## config.mk

```make
export PLATFORM = sky130hd
export DESIGN_NAME = glitch_filter_nch_flat
export DESIGN_NICKNAME = d
export VERILOG_FILES = /design/src/rtl/glitch_filter_pkg.sv /design/src/rtl/glitch_filter_nch_if.sv /design/src/rtl/glitch_filter_ch.sv /design/src/rtl/glitch_filter_nch.sv /design/src/flat_wrapper.sv
export SDC_FILE = /design/constraint.sdc
export NUM_CORES = 1
export LEC_CHECK = 0
export ABC_AREA = 1
export CAP_MARGIN = 20
export CORE_MARGIN = 1.5
export CORE_UTILIZATION = 52
export CTS_CLUSTER_DIAMETER = 50
export DETAILED_ROUTE_END_ITERATION = 16
export PLACE_DENSITY_LB_ADDON = 0.3
export RECOVER_POWER = 100
export REMOVE_ABC_BUFFERS = 1
export SYNTH_ARGS = -nofsm -noshare
export SYNTH_HDL_FRONTEND = slang
export SYNTH_HIERARCHICAL = 1
export SYNTH_SLANG_ARGS = --single-unit
```

## constraint.sdc

```tcl
create_clock -name clk -period 1.9 [get_ports clk]
set_clock_uncertainty 0.05 [all_clocks]
set_input_delay 0.38 -clock clk [delete_from_list [all_inputs] [get_ports clk]]
set_output_delay 0.38 -clock clk [all_outputs]
set_load 0.03 [all_outputs]
```

## src/rtl/glitch_filter_pkg.sv

```systemverilog
// glitch_filter_pkg: shared FSM state type and default counter width for the glitch filter
package glitch_filter_pkg;
    typedef enum logic [0:0] {IDLE, COUNT} state_t;
    localparam int CNT_W_DEF = 4;
endpackage

```

## src/rtl/glitch_filter_nch_if.sv

```systemverilog
// glitch_filter_nch_if: control, raw line and filtered/event signals of the N-channel glitch filter
interface glitch_filter_nch_if
    import glitch_filter_pkg::*;
#(
    parameter int NUM_CH = 2,
    parameter int CNT_W  = CNT_W_DEF
);
    logic              en;
    logic [CNT_W-1:0]  thresh;
    logic [NUM_CH-1:0] in;
    logic [NUM_CH-1:0] out;
    logic [NUM_CH-1:0] rise;
    logic [NUM_CH-1:0] fall;
    logic [NUM_CH-1:0] glitch;
    modport master (output en, thresh, in, input out, rise, fall, glitch);
    modport slave  (input en, thresh, in, output out, rise, fall, glitch);
endinterface

```

## src/rtl/glitch_filter_ch.sv

```systemverilog
// glitch_filter_ch: one deglitch channel accepting a new level after thresh consecutive matching samples
module glitch_filter_ch
    import glitch_filter_pkg::*;
#(
    parameter int   CNT_W   = CNT_W_DEF,
    parameter logic RST_BIT = 1'b0
) (
    input  logic             clk,
    input  logic             rst,
    input  logic             en_i,
    input  logic [CNT_W-1:0] thresh_i,
    input  logic             in_i,
    output logic             out_o,
    output logic             rise_o,
    output logic             fall_o,
    output logic             glitch_o
);
    state_t           state_q, state_d;
    logic [CNT_W-1:0] cnt_q, cnt_d;
    logic [CNT_W:0]   cnt_inc;
    logic             cand_q, cand_d, out_q, out_d;
    logic             rise_q, rise_d, fall_q, fall_d, glitch_q, glitch_d;
    logic             commit;
    always_comb begin
        cnt_inc  = {1'b0, cnt_q} + 1'b1;
        state_d  = state_q;
        cand_d   = cand_q;
        cnt_d    = '0;
        out_d    = out_q;
        glitch_d = 1'b0;
        commit   = 1'b0;
        if (en_i) begin
            if (state_q == IDLE) begin
                if (in_i != out_q) begin
                    if (thresh_i <= CNT_W'(1)) commit = 1'b1;
                    else begin
                        cand_d  = in_i;
                        cnt_d   = CNT_W'(1);
                        state_d = COUNT;
                    end
                end
            end else if (in_i != cand_q) begin
                glitch_d = 1'b1;
                state_d  = IDLE;
            end else if (cnt_inc >= {1'b0, thresh_i}) begin
                commit  = 1'b1;
                state_d = IDLE;
            end else begin
                cnt_d = cnt_inc[CNT_W] ? '1 : cnt_inc[CNT_W-1:0];
            end
        end else begin
            state_d = IDLE;
        end
        // in_i equals cand_q whenever a COUNT commits, so in_i is the new level in both paths
        if (commit) out_d = in_i;
        rise_d = commit && in_i;
        fall_d = commit && !in_i;
    end
    always_ff @(posedge clk) begin
        if (rst) begin
            state_q  <= IDLE;
            cnt_q    <= '0;
            cand_q   <= 1'b0;
            out_q    <= RST_BIT;
            rise_q   <= 1'b0;
            fall_q   <= 1'b0;
            glitch_q <= 1'b0;
        end else begin
            state_q  <= state_d;
            cnt_q    <= cnt_d;
            cand_q   <= cand_d;
            out_q    <= out_d;
            rise_q   <= rise_d;
            fall_q   <= fall_d;
            glitch_q <= glitch_d;
        end
    end
    assign out_o    = out_q;
    assign rise_o   = rise_q;
    assign fall_o   = fall_q;
    assign glitch_o = glitch_q;
endmodule

```

## src/rtl/glitch_filter_nch.sv

```systemverilog
// glitch_filter_nch: NUM_CH independent deglitch channels sharing enable and threshold
module glitch_filter_nch
    import glitch_filter_pkg::*;
#(
    parameter int                NUM_CH  = 2,
    parameter int                CNT_W   = CNT_W_DEF,
    parameter logic [NUM_CH-1:0] RST_VAL = '0
) (
    input logic               clk,
    input logic               rst,
    glitch_filter_nch_if.slave bus
);
    for (genvar i = 0; i < NUM_CH; i++) begin : g_ch
        glitch_filter_ch #(
            .CNT_W   (CNT_W),
            .RST_BIT (RST_VAL[i])
        ) u_ch (
            .clk      (clk),
            .rst      (rst),
            .en_i     (bus.en),
            .thresh_i (bus.thresh),
            .in_i     (bus.in[i]),
            .out_o    (bus.out[i]),
            .rise_o   (bus.rise[i]),
            .fall_o   (bus.fall[i]),
            .glitch_o (bus.glitch[i])
        );
    end
endmodule
```

## src/flat_wrapper.sv

```systemverilog
// flat-port wrapper written by rule: the top's interface ports become plain ports
module glitch_filter_nch_flat import glitch_filter_pkg::*;
#(
    parameter int                NUM_CH  = 2,
    parameter int                CNT_W   = CNT_W_DEF,
    parameter logic [NUM_CH-1:0] RST_VAL = '0
)
  (clk, rst, bus_en, bus_thresh, bus_in, bus_out, bus_rise, bus_fall, bus_glitch);
  glitch_filter_nch_if #(.NUM_CH(NUM_CH), .CNT_W(CNT_W)) bus_i ();
  input logic clk;
  input logic rst;
  input wire logic [$bits(bus_i.en)-1:0] bus_en;
  input wire logic [$bits(bus_i.thresh)-1:0] bus_thresh;
  input wire logic [$bits(bus_i.in)-1:0] bus_in;
  output wire logic [$bits(bus_i.out)-1:0] bus_out;
  output wire logic [$bits(bus_i.rise)-1:0] bus_rise;
  output wire logic [$bits(bus_i.fall)-1:0] bus_fall;
  output wire logic [$bits(bus_i.glitch)-1:0] bus_glitch;
  assign bus_i.en = bus_en;
  assign bus_i.thresh = bus_thresh;
  assign bus_i.in = bus_in;
  assign bus_out = bus_i.out;
  assign bus_rise = bus_i.rise;
  assign bus_fall = bus_i.fall;
  assign bus_glitch = bus_i.glitch;
  glitch_filter_nch #(.NUM_CH(NUM_CH), .CNT_W(CNT_W), .RST_VAL(RST_VAL)) u_core (.clk(clk), .rst(rst), .bus(bus_i));
endmodule
```

# Word-level counts from Yosys, hierarchy flattened
# Cells that the tools add are included.
[word_totals]
ff_bits = 20
latch_bits = 0
ramBits = 0
romBits = 0
in_bits = 9
elab_cells = 71
n_memories = 0
[classes]
n_addsub = 2
n_mul = 0
div_mod_pow = 0
magnitude_cmp = 3
eq_ne = 4
shift = 0
muxes = 33
n_bitwise = 4
n_reduce_logical = 11
[ops]
columns = ["op", "count"]
rows = [
  ["$mux W4", 9],
  ["$mux W1", 24],
  ["$add A4 B1 Y5 const B", 2],
  ["$ge A5 B4 Y1", 2],
  ["$reduce_and A4 Y1", 2],
  ["$reduce_or A3 Y1", 2],
  ["$le A4 B1 Y1 const B", 1],
  ["$logic_and A1 B1 Y1", 4],
  ["$ne A1 B1 Y1", 4],
  ["$not A1 Y1", 4],
  ["$logic_not A1 Y1", 2],
  ["$reduce_or A2 Y1", 1],
]

# Logic depth before layout (Yosys ltp)
# Gate-level depths: netlist (run 1).
[logic_depth]
depth_word = 7
ltp_mapped = 12
depth_no_buf = 12

# Hierarchy
# The synthesis (run 1) kept the hierarchy.
[by_module_without_submodules]
columns = ["module", "instances", "cells_each", "area_each_um2"]
rows = [
  ["glitch_filter_ch", 2, 80, 561.8],
]

# Worst setup path before layout (run 1)
# Ideal clock, no wire load.
[synth_path]
path_type = "register -> register"
from = "register u_core.g_ch[0].u_ch.cnt_q[0]"
to = "register u_core.g_ch[0].u_ch.cnt_q[0]"
setup_ns = 0.066
arrival_ns = 1.493
setup_slack_ns = 0.291
stages_incl_launch_ff = 11
path_buffers = 0
period_less_slack_ns = 1.609
path_cell_list = "dfxtp_1 ha_1 xor2_1 ha_1 nand2_1 inv_1 nand2_1 nand2_1 nand2_1 nand3_1 a21boi_2"
[synth_via]
elab_chain_cells = 5
word_cells_on_any_way = 6
[synth_lines]
columns = ["element", "line", "text"]
rows = [
  ["from (decl)", "glitch_filter_ch.sv:19", "logic [CNT_W-1:0] cnt_q, cnt_d;"],
  ["from (signal assigned)", "glitch_filter_ch.sv:70", "cnt_q <= cnt_d;"],
  ["$add A4 B1 Y5 *", "glitch_filter_ch.sv:25", "cnt_inc = {1'b0, cnt_q} + 1'b1;"],
  ["$ge A5 B4 Y1 / $mux W4 (equally long branches)", "glitch_filter_ch.sv:45, glitch_filter_ch.sv:49", ""],
  ["$mux W4 *", "glitch_filter_ch.sv:45", "end else if (cnt_inc >= {1'b0, thresh_i}) begin"],
  ["$mux W4 *", "glitch_filter_ch.sv:42", "end else if (in_i != cand_q) begin"],
  ["$mux W4 *", "glitch_filter_ch.sv:33", "if (state_q == IDLE) begin"],
]
# Every way passes the cells marked *; elsewhere a longest branch is shown, timed or not.
# A chain may end at the register's enable or synchronous reset.

# Worst setup path in the final report (run 1)
[layout_path]
from = "register u_core.g_ch[1].u_ch.cnt_q[1]"
to = "register u_core.g_ch[1].u_ch.out_q"
[layout_via]
elab_chain_cells = 6
[layout_lines]
columns = ["element", "line", "text"]
rows = [
  ["from (decl)", "glitch_filter_ch.sv:19", ""],
  ["from (signal assigned)", "glitch_filter_ch.sv:70", ""],
  ["$add A4 B1 Y5", "glitch_filter_ch.sv:25", ""],
  ["$ge A5 B4 Y1", "glitch_filter_ch.sv:45", ""],
  ["$mux W1", "glitch_filter_ch.sv:45", ""],
  ["$mux W1", "glitch_filter_ch.sv:42", ""],
  ["$mux W1", "glitch_filter_ch.sv:33", ""],
  ["$mux W1", "glitch_filter_ch.sv:32", "if (en_i) begin"],
  ["to (signal assigned)", "glitch_filter_ch.sv:72", "out_q <= out_d;"],
  ["to (decl)", "glitch_filter_ch.sv:21", "logic cand_q, cand_d, out_q, out_d;"],
]
# No other way between the ends.

==> impl_metrics.py, run 1 <==
metrics = {
    "cts": {
        "cts_tree": "done",
        "numCtsBuffers": 3,
        "clk_latency_ns": 0.31,
        "clk_path_buf_depth": 2,
        "postCtsHoldBufs": 0,
        "cts_root_buf": "clkbuf_4",
        "clock-sinks": 20,
        "path_clk_slew_ns": 0.12,
        "htreeDepth": 1,
    },
    "worst_setup_path": {
        "cp_common_cell": "nand2_1",
        "cp-end-kind": "register",
        "slowest_stage": "dfxtp_1",
        "critPathLaunchType": "register",
        "required_ns": 2.07,
        "slowest_delay_ns": 0.37,
        "worstSetupPathType": "register to register",
        "critPathMaxFanout": 3,
        "critical-path-top-delay-family": "adder cells",
        "path_cells": "ha_2 > xor2_2 > ha_1 > a21oi_1 > nand2_1 > nand2_1 > nand2_1 > nand3_1 > nand2_1",
        "crit_buf_inv": 0,
        "arrival_ns": 2.00,
    },
    "logic_synthesis": {
        "async_flop_share_pct": 0,
        "yosys-top-cells-count": "nand2_1, inv_1, nor2_1",
        "synth-main-ff-cell": "dfxtp_1",
        "synth_area_leaders": "dfxtp_1, nand2_1, ha_1",
        "synth_cell_type_count": 15,
        "synth_top_area_share_pct": 35.63,
        "syn_avg_cell_area_um2": 7.022,
        "yosysWarnings": 6,
        "synth.most_common_cell": "nand2_1",
        "ys_seq_elements": 20,
        "synth_area_leader_cell": "dfxtp_1",
        "synthCells": 160,
        "syn_area_mm2": 0.001124,
        "ys_seq_area_share_pct": 35.63,
        "synth_edf_count": 0,
    },
    "floorplanning": {
        "rows": 16,
        "pin_count": 17,
        "die-area_mm2": 0.002449,
        "start_util_pct": 56.13,
        "die_w_um": 49.49,
        "die_h_um": 49.49,
        "fp.coreArea_mm2": 0.002002,
    },
    "drt": {
        "antenna_left": 0,
        "drtIter0Drc": 37,
        "route.detailed.drc": 0,
        "first_pass_iters": 4,
        "vias": 1091,
        "wl_per_cell_um": 11.54,
        "via_per_inst": 5.074,
        "wl_um": 2481,
    },
    "power": {
        "combPwrFrac_pct": 16.1,
        "clkPwrFrac_pct": 37.0,
        "power.internal_mw": 0.7108,
        "power_switching_mw": 0.2253,
        "seq_power_share_pct": 46.9,
        "leakagePower_nw": 0.7576,
        "ir_drop_uv": 534.5,
        "powerDensity_mw_per_mm2": 640.6,
        "swShare_pct": 24.07,
    },
    "layout": {
        "nFillCells": 156,
        "drive_gt1_share_pct": 16.49,
        "design_area_mm2": 0.001461,
        "syn_to_final_growth_pct": 30.07,
        "antenna_cells": 0,
        "final_nets": 208,
    },
    "grt": {
        "busiest_layer": "met2",
        "grt-ovfl-total": 0,
        "grt_pass1_wl_um": 4077,
        "gr-usage-met3_pct": 3.030,
        "gr-usage-all-layers_pct": 21.62,
        "use_met2_pct": 38.51,
        "met1_usage_pct": 24.33,
        "grt_pass1_vias": 1023,
        "grt_max_degree": 13,
        "antenna_found_initial": 0,
    },
    "timing": {
        "hold_viol": 0,
        "post-route-period-util_pct": 96.55,
        "post-route-min-period_ns": 1.834,
        "final_max_slew_viol_count": 0,
        "worst_slew_pin_slew_ns": 0.3093,
        "setup_viol": 0,
        "timing.fmax_mhz": 545.1,
        "slew_headroom_pct": 79.31,
        "setup_slack_ns": 0.06561,
    },
    "placed_design": {
        "place_area_mm2": 0.001378,
        "dpl.hpwl_um": 1977,
        "gp_congestion": 0.8541,
        "port_buffers": 16,
        "place_ws_ns": -0.1221,
    },
    "outcome": {
        "run_status": "finished clean",
    },
    "hold_path": {
        "min_path_type": "register to register",
    },
    "run": {
        "max_cap_violations": 0,
    },
}
==> power by group through the flow <==
| stage | clock network, mW | logic [mW] | registers, mW |
|---|---|---|---|
| 2_1_floorplan | 0 | 0.0802 | 0.454 |
| 3_3_place_gp | 0 | 0.141 | 0.447 |
| 3_5_place_dp | 0 | 0.148 | 0.448 |
| 4_1_cts | 0.353 | 0.150 | 0.438 |
| 5_1_grt | 0.372 | 0.167 | 0.441 |
| 6_report | 0.347 | 0.151 | 0.439 |
==> worst paths after layout <==
path	from	end	slack, ns	cells past startpoint
worst min register to register	u_core/g_ch[0].u_ch/state_q	u_core/g_ch[0].u_ch/glitch_o	0.46	2
worst max register to register	u_core/g_ch[1].u_ch/cnt_q[1]	u_core/g_ch[1].u_ch/out_o	0.07	9
worst min-delay path	u_core/g_ch[0].u_ch/state_q	u_core/g_ch[0].u_ch/glitch_o	0.46	2
worst max-delay path	u_core/g_ch[1].u_ch/cnt_q[1]	u_core/g_ch[1].u_ch/out_o	0.07	9
==> metal layers <==
layer,share of wire [%],up-vias
met5,0,-
met4,2.5,0
met3,4.3,8
met2,50,39
met1,43,496
li1,-,548
==> kinds of logic after synthesis <==
group | Yosys count | share of synthesized area [%]
AO/OA/AOI/OAI | 12 | 7.795
XOR/XNOR | 4 | 3.119
adder cells (fa/ha/maj) | 10 | 11.14
buffers and inverters | 28 | 9.354
flip-flops | 20 | 35.63
AND/OR/NAND/NOR | 86 | 32.96
==> metrics by stage <==
stage	hold slack (ns)	power (mW)	setup TNS (ns)	utilization [%]	std cells
6_report	0.4553	0.9361	0	73.00	215
5_1_grt	0.4860	0.9794	-0.03295	73.00	215
4_1_cts	0.4527	0.9410	0	71.44	215
3_5_place_dp	0.4362	0.5963	-1.077	68.81	211
3_3_place_gp	0.4309	0.5884	-0.04279	68.81	211
2_1_floorplan	0.4023	0.5342	0	-	160
==> cells in the final DEF (no fill, tap or decap) <==
cell type / synthesis / routed
a21oi_2: 4 / 4
a21boi_2: 2 / 2
nand2_1: 42 / 42
nand3_1: 16 / 14
dlygate4sd3_1: 0 / 8
buf_4: 0 / 8
ha_2: 0 / 2
or2_4: 2 / 2
ha_1: 10 / 8
clkbuf_4: 0 / 3
nor2_1: 22 / 22
bufinv_16: 0 / 1
nand3_2: 2 / 4
dfxtp_1: 20 / 19
nand2_2: 2 / 2
inv_1: 26 / 28
a21oi_1: 6 / 6
dfxtp_2: 0 / 1
xnor2_1: 2 / 2
xor2_2: 0 / 2
clkdlybuf4s50_1: 0 / 8
==> state kept, by name, summed over array words and instances (netlist names) <==
name / flops
u_core/g_ch.u_ch/cnt_q: 8
u_core/g_ch.u_ch/cand_q: 2
u_core/g_ch.u_ch/fall_o: 2
u_core/g_ch.u_ch/rise_o: 2
u_core/g_ch.u_ch/state_q: 2
u_core/g_ch.u_ch/glitch_o: 2
u_core/g_ch.u_ch/out_o: 2
==> area by class of cell <==
cell class / count / area, µm² / share of cell area (%)
Multi-Input combinational cell: 112 / 648.1 / 44.35
Sequential cell: 20 / 401.6 / 27.48
Timing Repair Buffer: 24 / 220.2 / 15.07
Inverter: 28 / 105.1 / 7.192
Tap cell: 27 / 33.78 / 2.312
Clock inverter: 1 / 30.03 / 2.055
Clock buffer: 3 / 22.52 / 1.541
==> what timing repair did <==
action | CTS | global route
endpoints found under the hold margin | 0 | 0
setup buffers | 0 | 0
resized for setup | 0 | 7
endpoints found under the setup margin | 0 | 13
==> worst register-to-register path: stages (launching register included) <==
cell,delay [ns]
dfxtp_1,0.37
ha_2,0.22
xor2_2,0.19
ha_1,0.27
a21oi_1,0.16
nand2_1,0.08
nand2_1,0.10
nand2_1,0.11
nand3_1,0.13
nand2_1,0.06
Note: power is estimated with default switching activity, not from simulation.
==> inputs of run 2 (changes only) <==
--- a/config.mk
+++ b/config.mk
@@ -14,6 +14,7 @@
 export PLACE_DENSITY_LB_ADDON = 0.3
 export RECOVER_POWER = 100
 export REMOVE_ABC_BUFFERS = 1
+export SKIP_CTS_REPAIR_TIMING = 1
 export SYNTH_ARGS = -nofsm -noshare
 export SYNTH_HDL_FRONTEND = slang
 export SYNTH_HIERARCHICAL = 1
==> results of run 2 <==
Final layout, timing and power as in run 1 (identical DEF).
==> inputs of run 3 (changes only) <==
--- a/config.mk
+++ b/config.mk
@@ -5,10 +5,10 @@
 export SDC_FILE = /design/constraint.sdc
 export NUM_CORES = 1
 export LEC_CHECK = 0
-export ABC_AREA = 1
 export CAP_MARGIN = 20
 export CORE_MARGIN = 1.5
-export CORE_UTILIZATION = 52
+export CORE_UTILIZATION = 54
+export CTS_BUF_LIST = sky130_fd_sc_hd__clkbuf_8
 export CTS_CLUSTER_DIAMETER = 50
 export DETAILED_ROUTE_END_ITERATION = 16
 export PLACE_DENSITY_LB_ADDON = 0.3
==> impl_metrics.py, run 3 <==
metrics = {
    "logic_synthesis": {
        "ys_seq_elements": 20,
        "synth_top_area_share_pct": 38.28,
        "synth_area_leaders": "dfxtp_1, ha_1, nand2b_1",
        "synth.most_common_cell": "dfxtp_1",
        "synth-main-ff-cell": "dfxtp_1",
        "synthCells": 114,
        "syn_avg_cell_area_um2": 9.175,
        "synth_cell_type_count": 21,
        "synth_area_leader_cell": "dfxtp_1",
        "yosysWarnings": 6,
        "ys_seq_area_share_pct": 38.28,
        "syn_area_mm2": 0.001046,
        "async_flop_share_pct": 0,
        "synth_edf_count": 0,
        "yosys-top-cells-count": "dfxtp_1, nor2_1, ha_1, inv_1",
    },
    "timing": {
        "grt_setup_unrepaired": "yes",
        "post-route-period-util_pct": 109.3,
        "worst_slew_pin_slew_ns": 0.3301,
        "timing.fmax_mhz": 481.5,
        "post-route-min-period_ns": 2.077,
        "slew_headroom_pct": 77.83,
        "hold_viol": 0,
        "setup_slack_ns": -0.1769,
        "final_max_slew_viol_count": 0,
        "setup_viol": 10,
    },
    "layout": {
        "fin_cells": 174,
        "design_area_mm2": 0.001564,
        "multi_input_area_um2": 757.0,
        "final_cell_mix": "dfxtp_1, buf_4, dlygate4sd3_1, inv_1, nor2_1",
        "top_register": "u_core/g_ch.u_ch/cnt_q",
        "syn_to_final_growth_pct": 49.52,
        "final_nets": 170,
        "nFillCells": 84,
        "largest_reg_flops": 8,
        "seq_area_um2": 409.1,
        "antenna_cells": 0,
        "drive_gt1_share_pct": 31.54,
        "layout_commonest_cell": "dfxtp_1",
        "final_core_util_pct": 88.65,
    },
    "worst_setup_path": {
        "reg2reg_from": "u_core/g_ch[1].u_ch/cnt_q[2]",
        "arrival_ns": 2.20,
        "reg2reg_setup_slack_ns": -0.18,
        "required_ns": 2.02,
        "critPathLaunchType": "register",
        "reg2reg_to": "u_core/g_ch[1].u_ch/cnt_q[1]",
        "slowest_stage": "dfxtp_1",
        "r2r_cells": 7,
        "worstSetupPathType": "register to register",
        "crit_path_end": "u_core/g_ch[1].u_ch/cnt_q[1]",
        "slowest_delay_ns": 0.41,
        "cp-end-kind": "register",
        "crit_start": "u_core/g_ch[1].u_ch/cnt_q[2]",
        "critPathMaxFanout": 5,
        "path_cells": "nand3_1 > xnor2_1 > ha_1 > o21ai_2 > o2111ai_2 > or3_4 > a21oi_1",
    },
    "floorplanning": {
        "rows": 15,
        "die_w_um": 47.01,
        "die-area_mm2": 0.002210,
        "start_util_pct": 59.29,
        "pin_count": 17,
        "die_h_um": 47.01,
        "fp.coreArea_mm2": 0.001764,
    },
    "outcome": {
        "run_status": "complete, but fails checks",
        "violations": "negative setup slack",
    },
    "drt": {
        "vias": 997,
        "antenna_left": 0,
        "route.detailed.drc": 0,
        "wl_um": 3213,
        "first_pass_iters": 4,
        "drtIter0Drc": 28,
        "wl_per_cell_um": 18.47,
        "via_per_inst": 5.730,
    },
    "cts": {
        "path_clk_slew_ns": 0.07,
        "numCtsBuffers": 3,
        "clk_latency_ns": 0.25,
        "cts_tree": "done",
        "htreeDepth": 1,
        "cts_root_buf": "clkbuf_8",
        "clk_path_buf_depth": 2,
        "clock-sinks": 20,
    },
    "grt": {
        "gr-usage-all-layers_pct": 24.53,
        "grt_pass1_vias": 903,
        "grt_pass1_wl_um": 3767,
        "grt_max_degree": 11,
        "grt-ovfl-total": 0,
        "antenna_found_initial": 0,
    },
    "hold_path": {
        "min_path_type": "register to register",
    },
    "placed_design": {
        "dpl.hpwl_um": 1688,
        "dpl.cell_count": 170,
        "port_buffers": 16,
        "gp_congestion": 0.8059,
        "place_area_mm2": 0.001350,
    },
    "power": {
        "ir_drop_uv": 525.8,
        "leakagePower_nw": 0.6949,
        "powerDensity_mw_per_mm2": 559.7,
    },
    "run": {
        "max_cap_violations": 0,
    },
}
==> run 3: changes by cell type after synthesis, moves of 4 or more <==
cell,previous run,this run
a21oi_1,6,2
nand3_1,16,4
o2111ai_1,0,4
nor2b_1,0,4
nor2_1,22,12
a21oi_2,4,0
mux2i_1,0,4
nor3_1,0,6
nand2b_1,0,8
inv_1,26,10
nand2_1,42,8
==> run 3: final cells by class <==
cell class                      count  area share, %
Timing Repair Buffer               32          18.40
Tap cell                           25          2.000
Clock buffer                        3          2.640
Inverter                           10          2.400
Multi-Input combinational cell     84          48.40
Sequential cell                    20          26.16
==> run 3: how the worst min path moves through the flow <==
stage	from	to	slack, ns	depth (start not counted)
floorplan	rst	u_core/g_ch[0].u_ch/cand_q	0.40	1
detailed placement	u_core/g_ch[1].u_ch/state_q	u_core/g_ch[1].u_ch/glitch_o	0.44	2
global placement	u_core/g_ch[1].u_ch/state_q	u_core/g_ch[1].u_ch/glitch_o	0.44	2
finish	u_core/g_ch[0].u_ch/out_o	u_core/g_ch[0].u_ch/out_o	0.46	2
global route	u_core/g_ch[0].u_ch/out_o	u_core/g_ch[0].u_ch/out_o	0.50	2
CTS	u_core/g_ch[0].u_ch/out_o	u_core/g_ch[0].u_ch/out_o	0.47	2
==> run 3: cell families (layout without fill, tap and decap cells) <==
| kind of cell | after synthesis | count (layout) | synth area share [%] |
|---|---|---|---|
| buffers and inverters | 10 | 45 | 3.589 |
| XOR/XNOR | 8 | 8 | 6.698 |
| multiplexers | 4 | 4 | 3.828 |
| flip-flops | 20 | 20 | 38.28 |
| AO/OA/AOI/OAI | 12 | 12 | 8.612 |
| adder cells (fa/ha/maj) | 10 | 10 | 11.96 |
| AND/OR/NAND/NOR | 50 | 50 | 27.03 |
==> run 3: report_power, final <==
group | internal [mW] | leakage, nW | total, mW | switching [mW]
combinational | 0.0850 | 0.509 | 0.166 | 0.0807
sequential | 0.429 | 0.164 | 0.440 | 0.0112
clock | 0.141 | 0.0216 | 0.270 | 0.129
==> run 3: routing by layer <==
metal,up-vias,track usage [%],wire length [µm],share of wire (%)
li1,451,-,-,-
met1,481,27.19,1221,38
met2,45,45.48,1715,53
met3,20,3.462,146,4.5
met4,0,11.67,130,4.0
met5,-,0,0,0
==> run 3: critical path: cells and delay by family (launching register included) <==
family                   cells  cell delay (ns)
XOR/XNOR                     1             0.30
AND/OR/NAND/NOR              2             0.53
flip-flops                   1             0.41
adder cells (fa/ha/maj)      1             0.32
AO/OA/AOI/OAI                3             0.39
==> run 3: stage by stage <==
stage	power [mW]	setup TNS, ns	hold slack (ns)	setup WS, ns
final	0.8754	-0.8007	0.4643	-0.1769
after floorplan	0.5154	-0.03435	0.4024	-0.01718
after CTS	0.8464	-2.522	0.4735	-0.3235
after global placement	0.5727	-5.258	0.4363	-0.4382
after global routing	0.9075	-2.054	0.5033	-0.2730
after detailed placement	0.5777	-6.261	0.4448	-0.5412
